## src/rtl/otp_xor_sequencer_pkg.sv

```systemverilog
// Shared types and constants for the one-time-pad XOR sequencer.
package otp_pkg;

  localparam int BYTES_PER_WORD = 4;
  localparam int IDX_W          = 2;
  localparam int CNT_W          = 16;

  typedef enum logic [1:0] {
    LOAD_PT  = 2'd0,
    LOAD_KEY = 2'd1,
    EMIT     = 2'd2,
    HALT     = 2'd3
  } state_t;

endpackage

```

## src/rtl/otp_xor_sequencer_if.sv

```systemverilog
// Byte-in / word-out stream bundle: plaintext and key byte sources plus ciphertext sink.
interface otp_xor_sequencer_if;
  logic [7:0]  pt_byte;
  logic        pt_valid;
  logic        pt_ready;
  logic [7:0]  key_byte;
  logic        key_valid;
  logic        key_ready;
  logic [31:0] ct_data;
  logic        ct_valid;
  logic        ct_ready;

  modport master (
    output pt_byte, pt_valid, key_byte, key_valid, ct_ready,
    input  pt_ready, key_ready, ct_data, ct_valid
  );

  modport slave (
    input  pt_byte, pt_valid, key_byte, key_valid, ct_ready,
    output pt_ready, key_ready, ct_data, ct_valid
  );
endinterface

```

## src/rtl/otp_xor_sequencer_byte_word_packer.sv

```systemverilog
// Packs four bytes MSB-first into a 32-bit word; word_out already includes the byte loaded this cycle.
module byte_word_packer
  import otp_pkg::*;
(
  input  logic        clk,
  input  logic        reset,
  input  logic        clear,
  input  logic        load,
  input  logic [7:0]  byte_in,
  output logic [31:0] word_out,
  output logic        full
);

  logic [IDX_W-1:0] idx_reg;
  logic [31:0]      word_reg;

  // Lane gi holds the gi-th accepted byte, so lane 0 lands in [31:24].
  generate
    for (genvar gi = 0; gi < BYTES_PER_WORD; gi++) begin : g_lane
      assign word_out[31-8*gi -: 8] = (load && (idx_reg == IDX_W'(gi))) ? byte_in
                                                                       : word_reg[31-8*gi -: 8];
    end
  endgenerate

  assign full = load && (idx_reg == IDX_W'(BYTES_PER_WORD - 1));

  always_ff @(posedge clk) begin
    if (reset || clear) begin
      idx_reg  <= '0;
      word_reg <= '0;
    end else if (load) begin
      if (full) begin
        idx_reg  <= '0;
        word_reg <= '0;
      end else begin
        idx_reg  <= idx_reg + IDX_W'(1);
        word_reg <= word_out;
      end
    end
  end

endmodule

```

## src/rtl/otp_xor_sequencer.sv

```systemverilog
// One-time-pad sequencer: plaintext word, then key word, XOR, emit; halts when the key budget is spent.
// Optional build macro OTP_KEY_ZEROIZE_EN wipes pt/key words and ct_data after each handshake.
module otp_xor_sequencer
  import otp_pkg::*;
#(
  parameter int KEY_WORDS = 16
) (
  input  logic                clk,
  input  logic                reset,
  otp_xor_sequencer_if.slave  otp,
  output logic                key_exhausted,
  output logic [CNT_W-1:0]    words_done
);

  state_t           state_reg, state_next;
  logic             pt_ready_reg, key_ready_reg, ct_valid_reg, key_exhausted_reg;
  logic [31:0]      pt_word_reg, key_word_reg, ct_data_reg;
  logic [CNT_W-1:0] key_cnt_reg, words_done_reg;

  logic        pt_take, key_take, ct_fire, budget_spent;
  logic        pack_load, pack_clear, pack_full;
  logic [7:0]  pack_byte;
  logic [31:0] pack_word;

  assign pt_take      = otp.pt_valid && pt_ready_reg;
  assign key_take     = otp.key_valid && key_ready_reg;
  assign ct_fire      = ct_valid_reg && otp.ct_ready;
  assign budget_spent = (key_cnt_reg == CNT_W'(KEY_WORDS));

  // The ready registers are mutually exclusive, so they also select the packer source.
  assign pack_load  = pt_take || key_take;
  assign pack_byte  = key_ready_reg ? otp.key_byte : otp.pt_byte;
  assign pack_clear = (state_reg == EMIT) || (state_reg == HALT);

  byte_word_packer u_packer (
    .clk      (clk),
    .reset    (reset),
    .clear    (pack_clear),
    .load     (pack_load),
    .byte_in  (pack_byte),
    .word_out (pack_word),
    .full     (pack_full)
  );

  always_comb begin
    state_next = state_reg;
    case (state_reg)
      LOAD_PT:  if (pack_full) state_next = LOAD_KEY;
      LOAD_KEY: if (pack_full) state_next = EMIT;
      EMIT:     if (ct_fire)   state_next = budget_spent ? HALT : LOAD_PT;
      default:  state_next = HALT;
    endcase
  end

  always_ff @(posedge clk) begin
    if (reset) begin
      state_reg     <= LOAD_PT;
      pt_ready_reg  <= 1'b0;
      key_ready_reg <= 1'b0;
    end else begin
      state_reg     <= state_next;
      pt_ready_reg  <= (state_next == LOAD_PT);
      key_ready_reg <= (state_next == LOAD_KEY);
    end
  end

`ifdef OTP_KEY_ZEROIZE_EN
  logic zeroize_pending_reg;
`endif

  always_ff @(posedge clk) begin
    if (reset) begin
      pt_word_reg       <= '0;
      key_word_reg      <= '0;
      ct_data_reg       <= '0;
      ct_valid_reg      <= 1'b0;
      key_cnt_reg       <= '0;
      words_done_reg    <= '0;
      key_exhausted_reg <= 1'b0;
`ifdef OTP_KEY_ZEROIZE_EN
      zeroize_pending_reg <= 1'b0;
`endif
    end else begin
      if ((state_reg == LOAD_PT) && pack_full) begin
        pt_word_reg <= pack_word;
      end
      if ((state_reg == LOAD_KEY) && pack_full) begin
        key_word_reg <= pack_word;
        ct_data_reg  <= pt_word_reg ^ pack_word;
        ct_valid_reg <= 1'b1;
        if (!budget_spent) key_cnt_reg <= key_cnt_reg + CNT_W'(1);
      end
      if (ct_fire) begin
        ct_valid_reg   <= 1'b0;
        words_done_reg <= words_done_reg + CNT_W'(1);
        if (budget_spent) key_exhausted_reg <= 1'b1;
`ifdef OTP_KEY_ZEROIZE_EN
        pt_word_reg  <= '0;
        key_word_reg <= '0;
`endif
      end
`ifdef OTP_KEY_ZEROIZE_EN
      // ct_data is wiped one edge after the handshake that consumed it.
      zeroize_pending_reg <= ct_fire;
      if (zeroize_pending_reg) ct_data_reg <= '0;
`endif
    end
  end

  assign otp.pt_ready   = pt_ready_reg;
  assign otp.key_ready  = key_ready_reg;
  assign otp.ct_data    = ct_data_reg;
  assign otp.ct_valid   = ct_valid_reg;
  assign key_exhausted  = key_exhausted_reg;
  assign words_done     = words_done_reg;

endmodule

```

## src/flat_wrapper.sv

```systemverilog
// flat-port wrapper written by rule: the top's interface ports become plain ports
module otp_xor_sequencer_flat import otp_pkg::*;
#(
  parameter int KEY_WORDS = 16
)
  (clk, reset, key_exhausted, words_done, otp_pt_byte, otp_pt_valid, otp_key_byte, otp_key_valid, otp_ct_ready, otp_pt_ready, otp_key_ready, otp_ct_data, otp_ct_valid);
  otp_xor_sequencer_if otp_i ();
  input  logic clk;
  input  logic reset;
  output logic key_exhausted;
  output logic [CNT_W-1:0] words_done;
  input wire logic [$bits(otp_i.pt_byte)-1:0] otp_pt_byte;
  input wire logic [$bits(otp_i.pt_valid)-1:0] otp_pt_valid;
  input wire logic [$bits(otp_i.key_byte)-1:0] otp_key_byte;
  input wire logic [$bits(otp_i.key_valid)-1:0] otp_key_valid;
  input wire logic [$bits(otp_i.ct_ready)-1:0] otp_ct_ready;
  output wire logic [$bits(otp_i.pt_ready)-1:0] otp_pt_ready;
  output wire logic [$bits(otp_i.key_ready)-1:0] otp_key_ready;
  output wire logic [$bits(otp_i.ct_data)-1:0] otp_ct_data;
  output wire logic [$bits(otp_i.ct_valid)-1:0] otp_ct_valid;
  assign otp_i.pt_byte = otp_pt_byte;
  assign otp_i.pt_valid = otp_pt_valid;
  assign otp_i.key_byte = otp_key_byte;
  assign otp_i.key_valid = otp_key_valid;
  assign otp_i.ct_ready = otp_ct_ready;
  assign otp_pt_ready = otp_i.pt_ready;
  assign otp_key_ready = otp_i.key_ready;
  assign otp_ct_data = otp_i.ct_data;
  assign otp_ct_valid = otp_i.ct_valid;
  otp_xor_sequencer #(.KEY_WORDS(KEY_WORDS)) u_core (.clk(clk), .reset(reset), .otp(otp_i), .key_exhausted(key_exhausted), .words_done(words_done));
endmodule
```

## config.mk

```make
export PLATFORM = sky130hd
export DESIGN_NAME = otp_xor_sequencer_flat
export DESIGN_NICKNAME = d
export VERILOG_FILES = /design/src/rtl/otp_xor_sequencer_pkg.sv /design/src/rtl/otp_xor_sequencer_if.sv /design/src/rtl/otp_xor_sequencer_byte_word_packer.sv /design/src/rtl/otp_xor_sequencer.sv /design/src/flat_wrapper.sv
export SDC_FILE = /design/constraint.sdc
export NUM_CORES = 1
export LEC_CHECK = 0
export ABC_AREA = 1
export CORE_MARGIN = 2
export CORE_UTILIZATION = 61
export DETAILED_ROUTE_END_ITERATION = 12
export PLACE_DENSITY = 0.85
export SKIP_LAST_GASP = 1
export SYNTH_ARGS = -nofsm -noshare
export SYNTH_HDL_FRONTEND = slang
export SYNTH_SLANG_ARGS = --single-unit
```

## constraint.sdc

```tcl
create_clock -name clk -period 4.6 [get_ports clk]
set_clock_uncertainty 0.2 [all_clocks]
set_input_delay 0.69 -clock clk [delete_from_list [all_inputs] [get_ports clk]]
set_output_delay 0.69 -clock clk [all_outputs]
set_load 0.005 [all_outputs]
```

==> impl_metrics.json, run 1 <==
{
  "vias": 6259,
  "synth-seq-area-share": 0.411,
  "worstHoldPathCells": 2,
  "syn_nets": 1012,
  "pre_cts_slack_ns": 1.31,
  "finalNetCount": 1066,
  "grt_antenna_before_repair": 0,
  "rsz0062_at_grt": "no",
  "synth_edf_count": 0,
  "finalSetupViolations": 0,
  "period_minus_slack_ns": 2.81,
  "overflow": 0,
  "htreeDepth": 4,
  "fill_cells": 809,
  "grtUsageTotal": 0.270,
  "die_x_um": 108,
  "synthTopCellsByArea": "dfxtp_1 (41%), nand2_1 (18%), inv_1 (8.1%)",
  "drv_cap": 0,
  "run_status": "finished clean",
  "setup_slack_ns": 1.79,
  "placedCellCount": 1159,
  "hold_viol_final": 0,
  "worstRegToRegCells": 9,
  "yosysUniqueCellTypes": 33,
  "cts_tree": "built",
  "peakVddDrop_mv": 0.203,
  "crit_required_ns": 4.85,
  "netlist_instances": 984,
  "r2r-start": "u_core.otp.key_ready",
  "area_growth_pct": 19.9,
  "ff2ff_setup_slack_ns": 1.83,
  "hpwl_mm": 9.79,
  "ys_warn_count": 0,
  "cts_resized": 0,
  "hold_class": "flip-flop to flip-flop",
  "critical_path_class": "input pin to flip-flop",
  "crit_path_frequent_cell": "nand2_4",
  "grt_max_degree": 66,
  "numCtsBuffers": 17,
  "worst_pin_slew_ns": 1.10,
  "num_rows": 38,
  "maxSlewViolCount": 0,
  "final_core_util": 0.742,
  "gp_congestion": 0.918,
  "multi_input_area_um2": 3110,
  "synthArstFlopShare": 0,
  "ff_latch_area_um2": 2720,
  "p_leak_nw": 3.40,
  "drive_above_1_share": 0.0580,
  "antenna_cells": 0,
  "drt.antenna.violating_nets": 0,
  "postCtsSetupBuffers": 0,
  "ys_ff_latch": 136,
  "relSlewSlack": 0.266,
  "critPathTopFamily": "buffers and inverters",
  "clock_sinks": 136,
  "syn_area_per_cell_um2": 6.73,
  "cts_root_buf": "clkbuf_8",
  "synth_area_leader_cell": "dfxtp_1",
  "rr_endpoint": "u_core.pt_word_reg[24]",
  "die_h_um": 108,
  "critPathMaxFanout": 53,
  "arrival_ns": 3.05,
  "finalSetupTns_ns": 0,
  "critPathBufInv": 3,
  "dieArea_um2": 11700,
  "drc": 0,
  "firstDrtPassIters": 6,
  "ioPinCount": 73,
  "cp_slowest_cell": "nand3_4",
  "max_stage_delay_ns": 0.53,
  "synth_area_um2": 6620,
  "wl_per_cell_um": 13.0,
  "min_to": "u_core.pt_word_reg[26]",
  "final_cells": 1191,
  "dr.first_iter.drc_count": 351,
  "hold_buffers": 0,
  "wl_mm": 15.5,
  "max_freq_ghz": 0.356,
  "start_util": 0.619,
  "clockBufferDepth": 2,
  "path_clk_slew_ns": 0.06,
  "layout_commonest_cell": "nand2_1",
  "worst_setup_path_start_kind": "input pin",
  "crit_path_end_kind": "flip-flop",
  "yosysTopAreaCellShare": 0.411,
  "coreArea_um2": 10700,
  "synth_flop_cell": "dfxtp_1",
  "grt_pass1_wl_mm": 25.2,
  "path_cells": "clkdlybuf4s50_1, nand2_2, nand2_4, nand2_4, inv_4, nand3_4, inv_2, o21ai_0, a21oi_1",
  "final_cell_mix": "nand2_1 (309), inv_1 (142), dfxtp_1 (136), clkdlybuf4s50_1 (72), nand3_1 (68)",
  "hold_start": "u_core.pt_word_reg[26]",
  "port_buffers": 72,
  "clock_latency_ns": 0.52,
  "grt_pass1_vias": 5686,
  "min_period_over_period": 0.610,
  "power_per_cell_area_nw_per_um2": 350,
  "via_per_inst": 5.26
}
## synthesized netlist by cell type (3+ instances only)
| library cell | instances |
|---|---|
| nand2_1 | 309 |
| inv_1 | 142 |
| dfxtp_1 | 136 |
| nand3_1 | 68 |
| nor2_1 | 58 |
| a21oi_1 | 56 |
| o21ai_1 | 46 |
| o21a_1 | 32 |
| nor3_1 | 28 |
| o21ai_0 | 17 |
| buf_2 | 14 |
| clkbuf_1 | 13 |
| buf_4 | 7 |
| ha_1 | 7 |
| nand4_1 | 7 |
| o21ai_2 | 6 |
| xor2_1 | 6 |
| buf_6 | 5 |
| nand2_2 | 5 |
| a31oi_1 | 3 |
| inv_2 | 3 |
| nand2_4 | 3 |
## stage by stage
stage / cell area [µm²] / hold slack, ns / total power, mW
after CTS: 7940 / 0.267 / 2.78
after floorplan: 6620 / 0.244 / 1.32
final: 7940 / 0.265 / 2.77
after detailed placement: 7310 / 0.258 / 1.36
after global routing: 7940 / 0.287 / 2.85
after global placement: 7310 / 0.242 / 1.36
## cells by family (layout without fill, tap and decap cells)
| kind of cell | Yosys count | count (layout) | synth area share |
|---|---|---|---|
| simple gates | 485 | 485 | 0.308 |
| buf+inv | 187 | 254 | 0.119 |
| compound gates | 162 | 162 | 0.140 |
| flops | 136 | 136 | 0.411 |
| fa+ha+maj | 7 | 7 | 0.0132 |
| xor+xnor | 7 | 7 | 0.00926 |
## worst max-delay path by stage
stage / from / end / depth (start not counted)
after floorplan: otp_ct_ready / u_core.words_done[12] / 7
after global placement: otp_key_valid / u_core.pt_word_reg[24] / 9
after detailed placement: otp_key_valid / u_core.pt_word_reg[24] / 9
after CTS: otp_key_valid / u_core.pt_word_reg[24] / 9
after global routing: otp_pt_valid / u_core.pt_word_reg[21] / 9
final: otp_key_valid / u_core.pt_word_reg[24] / 9
## tightest hold or removal path, delay by kind of cell, from the launching register on
family | cells | cell delay [ns]
flops | 1 | 0.31
buf+inv | 1 | 0.06
compound gates | 1 | 0.05
## cell type report
| class | instances | share of cell area |
|---|---|---|
| sequential | 136 | 0.343 |
| multi-input combinational | 661 | 0.392 |
| timing repair buffer | 76 | 0.0946 |
| tap | 140 | 0.0221 |
| clock buffer | 18 | 0.0539 |
| clock inverter | 14 | 0.0251 |
| inverter | 146 | 0.0694 |
## routing by layer
layer / track usage / share of wire
met1: 0.326 / 0.43
met2: 0.461 / 0.49
met3: 0.0633 / 0.056
met4: 0.114 / 0.019
met5: 0 / 0
## power breakdown
group          total, mW  switching [mW]  internal [mW]
Clock               1.43           0.534          0.898
Combinational      0.143          0.0937         0.0490
Sequential          1.20         0.00706           1.19
Power figures use the tool's default switching activity.
==> run 2, diff against run 1 <==
--- a/config.mk
+++ b/config.mk
@@ -7,9 +7,9 @@
 export LEC_CHECK = 0
 export ABC_AREA = 1
 export CORE_MARGIN = 2
-export CORE_UTILIZATION = 61
+export CORE_UTILIZATION = 51
 export DETAILED_ROUTE_END_ITERATION = 12
-export PLACE_DENSITY = 0.85
+export PLACE_DENSITY = 0.76
 export SKIP_LAST_GASP = 1
 export SYNTH_ARGS = -nofsm -noshare
 export SYNTH_HDL_FRONTEND = slang
==> constraint.sdc (replaced) <==
create_clock -name clk -period 2.3 [get_ports clk]
set_clock_uncertainty 0.2 [all_clocks]
set_input_delay 0.345 -clock clk [delete_from_list [all_inputs] [get_ports clk]]
set_output_delay 0.345 -clock clk [all_outputs]
set_load 0.005 [all_outputs]
==> impl_metrics.json, run 2 (synthesized netlist as in run 1, its figures left out) <==
{
  "htreeDepth": 4,
  "use_met1": 0.283,
  "finalSetupViolations": 0,
  "cts_tree": "built",
  "critPathBufInv": 1,
  "cp-endpoint": "otp_key_ready",
  "num_rows": 41,
  "grtUsageTotal": 0.225,
  "clock_latency_ns": 0.42,
  "critPathMaxFanout": 9,
  "wl_mm": 15.0,
  "via_per_inst": 4.91,
  "numCtsBuffers": 17,
  "path_depth": 1,
  "arrival_ns": 1.57,
  "critPathTopFamily": "buffers and inverters",
  "globalRouteMet3Util": 0.0630,
  "grt_pass1_vias": 5643,
  "crit_path_start": "u_core.otp.key_ready",
  "drv_cap": 0,
  "peakVddDrop_mv": 0.447,
  "grt_pass1_wl_mm": 25.8,
  "postCtsSetupBuffers": 0,
  "die_h_um": 118,
  "dr.first_iter.drc_count": 400,
  "wl_per_cell_um": 12.1,
  "antenna_cells": 0,
  "hold_viol_final": 0,
  "cts_root_buf": "clkbuf_16",
  "clockBufferDepth": 2,
  "worstRegToRegCells": 8,
  "r2r-start": "u_core.otp.key_ready",
  "worst_setup_path_start_kind": "flip-flop",
  "ff2ff_setup_slack_ns": 0.34,
  "cts_resized": 0,
  "max_freq_ghz": 0.472,
  "dieArea_um2": 13900,
  "crit_path_end_kind": "output port",
  "firstDrtPassIters": 6,
  "maxSlewViolCount": 0,
  "drive_above_1_share": 0.0738,
  "relSlewSlack": 0.641,
  "min_period_over_period": 0.921,
  "gp_congestion": 0.844,
  "placedCellCount": 1212,
  "final_cells": 1243,
  "power_per_cell_area_nw_per_um2": 657,
  "finalSetupTns_ns": 0,
  "cp_slowest_cell": "clkdlybuf4s50_1",
  "drc": 0,
  "port_buffers": 72,
  "hold_class": "flip-flop to flip-flop",
  "crit_required_ns": 1.75,
  "grt_busiest_layer": "met2",
  "finalNetCount": 1087,
  "p_leak_nw": 3.52,
  "clock_sinks": 136,
  "total_power_mw": 5.39,
  "rr_endpoint": "u_core.pt_word_reg[28]",
  "run_status": "finished clean",
  "hold_buffers": 0,
  "placed_cell_area_um2": 7620,
  "grt_antenna_before_repair": 0,
  "final_cell_mix": "nand2_1 (309), inv_1 (142), dfxtp_1 (136), clkdlybuf4s50_1 (72), nand3_1 (68)",
  "coreArea_um2": 12700,
  "grt_max_degree": 41,
  "drt.antenna.violating_nets": 0,
  "start_util": 0.522,
  "rsz0062_at_grt": "no",
  "holdWs_ns": 0.263,
  "grt.met2_usage": 0.372,
  "ioPinCount": 73,
  "critical_path_class": "flip-flop to output port",
  "vias": 6100,
  "path_clk_slew_ns": 0.06,
  "max_stage_delay_ns": 0.58,
  "hpwl_mm": 10.2,
  "area_growth_pct": 23.9,
  "period_minus_slack_ns": 2.12,
  "overflow": 0,
  "path_cells": "clkdlybuf4s50_1",
  "die_x_um": 118,
  "worst_pin_slew_ns": 0.534,
  "design_area_um2": 8200,
  "layout_commonest_cell": "nand2_1"
}
==> run 2: cell types whose count changed in the layout (fill, tap and decap cells not counted), sizes merged <==
cell      before  now
buf            4   25
bufinv         4    2
clkbuf        18   23
clkinv         5    4
clkinvlp       4    2
inv          147  146
==> run 2: per-stage QoR <==
step	setup WS, ns	util
global route	0.0898	0.647
CTS	0.147	0.647
finish	0.182	0.647
global placement	0.196	0.601
detailed placement	0.175	0.601
floorplan	0.670	-
==> run 2: power by group <==
group,switching (mW),internal (mW)
Clock,0.980,1.70
Combinational,0.190,0.124
Sequential,0.0144,2.38
Total,1.18,4.20
==> run 2: how the worst min path moves through the flow <==
stage	startpoint	to	slack [ns]	cells after the start
3_3_place_gp	u_core.key_exhausted	u_core.key_exhausted	0.24	2
2_1_floorplan	u_core.pt_word_reg[8]	u_core.pt_word_reg[8]	0.24	2
6_report	u_core.key_exhausted	u_core.key_exhausted	0.26	2
3_5_place_dp	u_core.key_exhausted	u_core.key_exhausted	0.24	2
5_1_grt	u_core.key_exhausted	u_core.key_exhausted	0.29	2
4_1_cts	u_core.key_exhausted	u_core.key_exhausted	0.25	2
==> run 2: area by class of cell <==
| class | count | area (µm²) |
|---|---|---|
| clock inverters | 8 | 95.1 |
| flip-flops and latches | 136 | 2720 |
| fillers | 1140 | 4470 |
| well taps | 172 | 215 |
| multi-input cells | 661 | 3110 |
| clock buffers | 23 | 488 |
| repair buffers | 97 | 1020 |
| inverters | 146 | 551 |
==> run 2: metal layers <==
layer | up-vias | share of wire
li1 | 3250 | -
met5 | - | 0
met3 | 28 | 0.053
met4 | 0 | 0.020
met2 | 144 | 0.46
met1 | 2678 | 0.47
